[config.mk]
export PLATFORM = sky130hd
export DESIGN_NAME = tm_inference_seq
export DESIGN_NICKNAME = d
export VERILOG_FILES = /design/src/rtl/tm_inference_seq.sv
export SDC_FILE = /design/constraint.sdc
export NUM_CORES = 1
export LEC_CHECK = 0
export CAP_MARGIN = 10
export CORE_MARGIN = 3
export CORE_UTILIZATION = 50
export DETAILED_ROUTE_END_ITERATION = 10
export GPL_TIMING_DRIVEN = 0
export HOLD_SLACK_MARGIN = 0.12
export PLACE_DENSITY = 0.8
export SLEW_MARGIN = 20
export SYNTH_ARGS = -nofsm -noshare
export SYNTH_HDL_FRONTEND = slang
export SYNTH_SLANG_ARGS = --single-unit
[constraint.sdc]
create_clock -name clk -period 4.55 [get_ports clk]
set_input_delay 1.365 -clock clk [delete_from_list [all_inputs] [get_ports clk]]
set_output_delay 1.365 -clock clk [all_outputs]
set_load 0.02 [all_outputs]
[src/rtl/tm_inference_seq.sv]
// Purpose : clause-serial Tsetlin Machine inference for one class; thresholded signed clause vote.
// Latency : out_valid rises K = N_CLAUSE/CL_PER_CYC cycles after the accept edge; initiation interval >= K+2.
// Backpr. : in_ready/cfg_ready high only in IDLE; verdict held in DONE until out_ready, no same-cycle re-accept.
//
// Ports: clk, rst (sync, active-high); cfg_we/cfg_addr/cfg_mask/cfg_ready load per-clause exclude masks;
//        in_valid/in_ready/features accept a feature vector; out_valid/out_ready/verdict return the decision.
// Option: define TM_SCORE_OUT_EN to add score_out (signed final score, valid with out_valid, 0 on reset).
module tm_inference_seq #(
    parameter int N_FEAT     = 2,
    parameter int N_CLAUSE   = 4,
    parameter int CL_PER_CYC = 1,
    parameter int THRESH     = 1,
    localparam int L  = 2 * N_FEAT,
    localparam int AW = $clog2(N_CLAUSE),
    localparam int SW = $clog2(N_CLAUSE / 2 + 1) + 1
) (
    input  logic                 clk,
    input  logic                 rst,
    input  logic                 cfg_we,
    input  logic [AW-1:0]        cfg_addr,
    input  logic [L-1:0]         cfg_mask,
    output logic                 cfg_ready,
    input  logic                 in_valid,
    output logic                 in_ready,
    input  logic [N_FEAT-1:0]    features,
    output logic                 out_valid,
    input  logic                 out_ready,
    output logic                 verdict
`ifdef TM_SCORE_OUT_EN
    ,
    output logic signed [SW-1:0] score_out
`endif
);

    localparam int K    = N_CLAUSE / CL_PER_CYC;
    localparam int GW   = (K > 1) ? $clog2(K) : 1;
    localparam int HALF = N_CLAUSE / 2;

    typedef enum logic [1:0] {IDLE, EVAL, DONE} state_t;

    state_t                state_q, state_d;
    logic [N_FEAT-1:0]     feat_q;
    logic [L-1:0]          lit;
    logic [L-1:0]          mask_q [N_CLAUSE];
    logic signed [SW-1:0]  score_q;
    logic signed [SW-1:0]  delta;
    logic signed [SW-1:0]  score_nxt;
    logic [GW-1:0]         g_q;
    logic                  last_grp;
    logic                  verdict_q;
    logic                  accept;
    logic                  addr_ok;
    logic [L-1:0]          cm;
    logic                  hit;
    int                    j;

    // Positive literals in the low half, negated literals in the high half.
    assign lit = {~feat_q, feat_q};

    // Vote of the clause group selected by g_q. Excluded literals are forced
    // true in the AND; a fully excluded clause is forced false.
    always_comb begin
        delta = '0;
        cm    = '0;
        hit   = 1'b0;
        j     = 0;
        for (int c = 0; c < CL_PER_CYC; c++) begin
            j   = int'(g_q) * CL_PER_CYC + c;
            cm  = mask_q[AW'(j)];
            hit = (&(lit | cm)) & ~(&cm);
            if (hit) begin
                if (j < HALF)
                    delta = delta + SW'(1);
                else
                    delta = delta - SW'(1);
            end
        end
    end

    assign score_nxt = score_q + delta;
    assign last_grp  = (g_q == GW'(K - 1));
    assign accept    = in_valid & in_ready;

    // Addresses beyond the clause bank are ignored; with a power-of-two bank
    // every encodable address is valid.
    generate
        if ((2 ** AW) > N_CLAUSE) begin : g_addr_chk
            localparam logic [AW-1:0] NCA = AW'(N_CLAUSE);
            assign addr_ok = (cfg_addr < NCA);
        end else begin : g_addr_all
            assign addr_ok = 1'b1;
        end
    endgenerate

    always_ff @(posedge clk) begin
        if (rst)
            state_q <= IDLE;
        else
            state_q <= state_d;
    end

    always_comb begin
        state_d   = state_q;
        in_ready  = 1'b0;
        cfg_ready = 1'b0;
        out_valid = 1'b0;
        case (state_q)
            IDLE: begin
                in_ready  = 1'b1;
                cfg_ready = 1'b1;
                if (in_valid)
                    state_d = EVAL;
            end
            EVAL: begin
                if (last_grp)
                    state_d = DONE;
            end
            DONE: begin
                out_valid = 1'b1;
                if (out_ready)
                    state_d = IDLE;
            end
            default: state_d = IDLE;
        endcase
    end

    always_ff @(posedge clk) begin
        if (rst) begin
            feat_q    <= '0;
            score_q   <= '0;
            g_q       <= '0;
            verdict_q <= 1'b0;
            for (int i = 0; i < N_CLAUSE; i++)
                mask_q[i] <= '1;
        end else begin
            // A write in the accept cycle lands before the first clause group
            // is evaluated, so the new mask applies to this transaction.
            if (cfg_we && cfg_ready && addr_ok)
                mask_q[cfg_addr] <= cfg_mask;
            if (accept) begin
                feat_q  <= features;
                score_q <= '0;
                g_q     <= '0;
            end else if (state_q == EVAL) begin
                score_q <= score_nxt;
                g_q     <= g_q + GW'(1);
                if (last_grp)
                    verdict_q <= (int'(score_nxt) >= THRESH);
            end
        end
    end

    assign verdict = verdict_q;

`ifdef TM_SCORE_OUT_EN
    logic signed [SW-1:0] score_out_q;

    always_ff @(posedge clk) begin
        if (rst)
            score_out_q <= '0;
        else if (state_q == EVAL && last_grp)
            score_out_q <= score_nxt;
    end

    assign score_out = score_out_q;
`endif

endmodule

After elaboration in Yosys (flattened, before gate mapping)
Memory sizes are Yosys's and may differ from the RTL's. A register that Yosys moved wholly into a read port is not among the register bits.
Index checks and enable logic that the tools add are counted.

operators by class
  multiply operators = 0
  multiplexer cells = 18
  $lt $le $gt $ge = 2
  div/mod/pow operators = 0
  shifts and indexed selects = 0
  reductions and logical operators = 8
  equal/unequal tests = 6
  add/sub/neg operators = 2
  bitwise logic cells = 6

operator list
  kind                   number
  $mux W2                6
  $mux W1                8
  $reduce_and A4 Y1      2
  $mux W3                2
  $ne A2 B2 Y1 const B   3
  $pmux W2 S3            1
  $reduce_and A3 Y1      2
  $eq A2 B2 Y1 const B   2
  $mux W4                1
  $or A4 B4 Y4           1
  $reduce_or A4 Y1       1
  $add A3 B3 Y3          1
  $ge A3 B2 Y1 const B   1
  $add A2 B1 Y2 const B  1
  $and A1 B1 Y1          2
  $eq A2 B1 Y1 const B   1
  $logic_not A2 Y1       1
  $lt A2 B2 Y1 const B   1
  $not A1 Y1             2
  $not A2 Y2             1
  $reduce_or A2 Y1       1
  $logic_and A1 B1 Y1    1

word-level totals
  memories kept = 1
  latch bits = 0
  input port bits = 13
  RAM bits = 16
  register bits after elaboration = 10
  ROM bits = 0
  output and inout bits = 4

memory list
  name    words  bits a word  read ports  clocked after Yosys merged registers in  write ports  RTL line  text
  mask_q  4      4            1           1                                        4            44        logic [L-1:0] mask_q [N_CLAUSE];

Depth between registers and ports, before layout
  depth after elaboration = 8
  gate-level depth with buffers = 9
  gate-level depth less buffers = 9

Worst setup path before layout
OpenSTA, ideal clock, no wires.

  path type = register to register
  start = register with a tool-made name
  end = register score_q[2]
  data required time = 4.488 ns
  buffers on the path = 0
  setup time = 0.062 ns
  arrival time = 2.869 ns
  slack = 1.620 ns
  cell stages (with the launch flop) = 10
  cells stage by stage = dfxtp_1 -> mux4_1 -> mux2_4 -> a211oi_2 -> ha_1 -> fa_1 -> inv_1 -> or4_1 -> a31o_2 -> nand3_1

RTL lines
  element               RTL line  text
  to (signal assigned)  145       score_q <= score_nxt;
  to (decl)             45        logic signed [SW-1:0] score_q;

==> results.md <==
* Number of synthesized register bits at 28
* Final HPWL DP at 2.12 mm
* Core Area at 2570 µm²
* Setup-violating endpoint count in the final report at 0
* Distinct cell type count of the synthesized netlist at 35
* Clock tree from TritonCTS: built
* Ant. Diodes at 0
* Post-cts repair resize count at 0
* Die Span Y at 59.0 µm
* Transition time at the pin with the least slew margin at 0.850 ns
* Drt via density at 5.91
* Comb pwr share at 0.116
* Count of buffer and inverter cells on the critical path at 1
* Placement-stage cell area at 1600 µm²
* Routed metal-1 wire length at 1.14 mm
* Critical path peak fanout at 5
* Count of standard-cell rows at 18
* Worst-skew pair later-pin latency at 0.32 ns
* Worst min path class: reg2reg
* Final min period at 3.30 ns
* Worst R2R End: score_q[2]
* ANT nets after route at 0
* Fin Setup TNS at 0 ns
* Top-level I/O count at 17
* Total power draw at 0.433 mW
* Series of cell instances along the critical path: mux4_1 -> mux2_4 -> a211oi_2 -> ha_1 -> fa_1 -> inv_1 -> or4_1 -> a31o_2 -> nand3_1
* Met3 Routed Length at 117 µm
* Cells after Synth at 119
* First-iteration detailed-routing DRC count at 49
* Width of the chip at 59.0 µm
* Post-CTS setup buffers at 0
* Max incr delay on CP at 0.64 ns
* Critical Path End: score_q[2]
* Type of the worst setup path: reg2reg
* Remaining Overflow, GRT at 0
* Depth of the most critical reg-to-reg path at 9
* Routed wire length on met2 at 1.45 mm
* H-tree lvl count at 1
* Average cell area after synthesis at 11.8 µm²
* Count of max-cap constraint violations at 0
* Highest signal layer in the routed design: met4
* Net switching power at 0.100 mW
* Startpoint Class: flop
* Number of port buffers at 16
* Switching part of the total power at 0.231
* Total global routing track utilization at 0.175
* Clock Tree Root: sky130_fd_sc_hd__clkbuf_4
* Clock Pin Slew Worst Setup and Hold Paths at 0.14 ns
* Post-Synthesis Net Count at 135
* Initial antenna violation count at 0
* RSZ-0062 raised after global routing: no
* Mean routed wirelength per cell at 16.2 µm
* Worst Setup End Kind: flop
* Remaining max-slew budget at the tightest pin at 0.428
* Residual DRC at 0
* First-pass GRT wire length at 4.41 mm
* Maximum resistive drop on vdd at 0.000209 V
* Share of the cycle needed by the critical path after routing at 0.725
* Proportion of synthesized chip area in sequential cells at 0.512
* Required arrival time at the worst endpoint at 4.82 ns
* Power density over the cells at 265 nW/µm²
* TritonCTS buffer count at 3
* Dpl cells at 165
* Via count of the first global-routing pass at 992
* Number of pins with negative max-slew slack in the final report at 0
* Worst setup slack for register-to-register paths at 1.25 ns
* Result of the run: completed
* Dominant delay contributor by cell family on the critical path: multiplexers
* Share of the synthesized area in the top cell type at 0.342
* Count of hold-fix buffers inserted at cts at 0
* Share of power burned in registers at 0.645
* Final hold violations at 0
* Timing-limited maximum frequency at 303 MHz
* Number of cells in the finished layout apart from fillers at 169
* Final wirelength at 2.73 mm
* Net count, final at 156
* Count of TritonRoute iterations in the first routing pass at 5
* Setup Skew at 0.00134 ns
* Largest net degree at the start of global routing at 16
* Via count at 998
* Internal Power at 0.333 mW
* Initial core utilization at 0.548
* Area growth from synthesis to layout at 15.9%
* Main area contributors after synthesis: sky130_fd_sc_hd__edfxtp_1 (34%), sky130_fd_sc_hd__dfxtp_1 (17%), sky130_fd_sc_hd__nand2_1 (4.0%)
* Cell type contributing the most total cell area after synthesis: sky130_fd_sc_hd__edfxtp_1
* Worst path slowest cell: sky130_fd_sc_hd__mux4_1
* Total standard cell area after synthesis at 1410 µm²
* Die footprint at 3490 µm²
* Leakage at 0.488 nW
* Number of stages on the worst setup path at 9
* Deepest clock path buffer count at 2
* Global placer's final weighted congestion at 0.767
* Worst hold slack across all endpoints at 0.469 ns
* Number of warnings printed during yosys synthesis at 0
* Share of layout cells above drive strength 1 at 0.129
* Final instance area at 1630 µm²
* Signal arrival time at the worst endpoint at 3.57 ns
* CTS sink cnt at 28
* Clock Power Share at 0.239
==> worst min path at each step <==
stage	startpoint	end	slack, ns	depth (start not counted)
detailed placement	score_q[0]	score_q[0]	0.45	2
finish	score_q[0]	score_q[0]	0.47	2
global placement	score_q[0]	score_q[0]	0.45	2
global route	score_q[0]	score_q[0]	0.51	2
CTS	score_q[0]	score_q[0]	0.47	2
floorplan	score_q[0]	score_q[0]	0.44	2
==> layout make-up <==
| type | count | area [µm²] |
|---|---|---|
| inverter | 3 | 11.3 |
| buffer | 3 | 18.8 |
| timing repair buffer | 16 | 160 |
| multi-input combinational | 85 | 656 |
| fill | 211 | 937 |
| tap | 30 | 37.5 |
| sequential | 28 | 721 |
| clock buffer | 4 | 26.3 |
==> worst register-to-register path, cell delays in order, from the launching register on <==
cell and delay, ns:
sky130_fd_sc_hd__dfxtp_1 0.50, sky130_fd_sc_hd__mux4_1 0.64, sky130_fd_sc_hd__mux2_4 0.33, sky130_fd_sc_hd__a211oi_2 0.35
sky130_fd_sc_hd__ha_1 0.24, sky130_fd_sc_hd__fa_1 0.28, sky130_fd_sc_hd__inv_1 0.10, sky130_fd_sc_hd__or4_1 0.48
sky130_fd_sc_hd__a31o_2 0.25, sky130_fd_sc_hd__nand3_1 0.09
==> cell usage after synthesis <==
cell type,instances
sky130_fd_sc_hd__edfxtp_1,16
sky130_fd_sc_hd__nand2_1,15
sky130_fd_sc_hd__dfxtp_1,12
sky130_fd_sc_hd__nor2_1,7
sky130_fd_sc_hd__a21oi_1,6
sky130_fd_sc_hd__nand2b_1,6
sky130_fd_sc_hd__nand3_1,5
sky130_fd_sc_hd__or2_2,5
sky130_fd_sc_hd__or3_1,5
sky130_fd_sc_hd__mux2i_1,4
sky130_fd_sc_hd__or2_1,4
sky130_fd_sc_hd__inv_1,3
sky130_fd_sc_hd__buf_4,2
sky130_fd_sc_hd__ha_1,2
sky130_fd_sc_hd__mux2_4,2
sky130_fd_sc_hd__mux4_1,2
sky130_fd_sc_hd__mux4_2,2
sky130_fd_sc_hd__nand3b_1,2
sky130_fd_sc_hd__nor3_1,2
sky130_fd_sc_hd__nor4_1,2
sky130_fd_sc_hd__a2111oi_0,1
sky130_fd_sc_hd__a2111oi_4,1
sky130_fd_sc_hd__a211oi_2,1
sky130_fd_sc_hd__a21o_1,1
sky130_fd_sc_hd__a31o_2,1
sky130_fd_sc_hd__a32o_1,1
sky130_fd_sc_hd__and2b_4,1
sky130_fd_sc_hd__clkbuf_1,1
sky130_fd_sc_hd__fa_1,1
sky130_fd_sc_hd__nor2b_1,1
sky130_fd_sc_hd__nor3b_1,1
sky130_fd_sc_hd__o21ai_0,1
sky130_fd_sc_hd__or4_1,1
sky130_fd_sc_hd__xnor2_1,1
sky130_fd_sc_hd__xnor3_1,1
==> cells by family after synthesis <==
| group | after synthesis | share of synthesized area |
|---|---|---|
| mux | 10 | 0.119 |
| compound gates | 13 | 0.0783 |
| xor+xnor | 2 | 0.0222 |
| fa+ha+maj | 3 | 0.0320 |
| flops | 28 | 0.512 |
| simple gates | 57 | 0.214 |
| buf+inv | 6 | 0.0213 |
==> power groups by stage <==
| stage | Combinational (mW) | Sequential (mW) | Clock (mW) |
|---|---|---|---|
| final | 0.0503 | 0.279 | 0.103 |
| after global routing | 0.0545 | 0.280 | 0.115 |
| after CTS | 0.0503 | 0.279 | 0.104 |
| after detailed placement | 0.0501 | 0.285 | 0 |
| after global placement | 0.0484 | 0.284 | 0 |
| after floorplan | 0.0283 | 0.283 | 0 |
==> metrics by stage <==
step,setup WS (ns),util
after global routing,1.08,0.635
after floorplan,1.62,-
after global placement,1.30,0.625
after detailed placement,1.26,0.625
final,1.25,0.635
after CTS,1.24,0.635
==> cells in the final DEF (no fill, tap or decap), types with 2 or more instances in the layout <==
master                            count
sky130_fd_sc_hd__buf_4                2
sky130_fd_sc_hd__mux4_2               2
sky130_fd_sc_hd__inv_1                3
sky130_fd_sc_hd__nand3b_1             2
sky130_fd_sc_hd__clkdlybuf4s50_1     16
sky130_fd_sc_hd__nand3_1              5
sky130_fd_sc_hd__nor2_1               7
sky130_fd_sc_hd__nand2_1             15
sky130_fd_sc_hd__mux2_4               2
sky130_fd_sc_hd__a21oi_1              6
sky130_fd_sc_hd__nand2b_1             6
sky130_fd_sc_hd__mux4_1               2
sky130_fd_sc_hd__edfxtp_1            16
sky130_fd_sc_hd__ha_1                 2
sky130_fd_sc_hd__or2_1                4
sky130_fd_sc_hd__clkbuf_4             3
sky130_fd_sc_hd__or2_2                5
sky130_fd_sc_hd__mux2i_1              4
sky130_fd_sc_hd__nor3_1               2
sky130_fd_sc_hd__dfxtp_1             12
sky130_fd_sc_hd__clkbuf_1             2
sky130_fd_sc_hd__nor4_1               2
sky130_fd_sc_hd__or3_1                5
==> metal layers <==
| metal | vias up | track usage |
|---|---|---|
| met5 | - | 0 |
| met4 | 0 | 0.0841 |
| met3 | 2 | 0.0196 |
| met2 | 30 | 0.308 |
| met1 | 488 | 0.211 |
| li1 | 478 | - |
==> registers in the layout (all words and copies together), names as in the netlist, named ones only <==
signal,count
feat_q,2
g_q,2
mask_q,16
score_q,3
state_q,2
verdict,1
No activity file was read; power rests on OpenSTA's default activity.
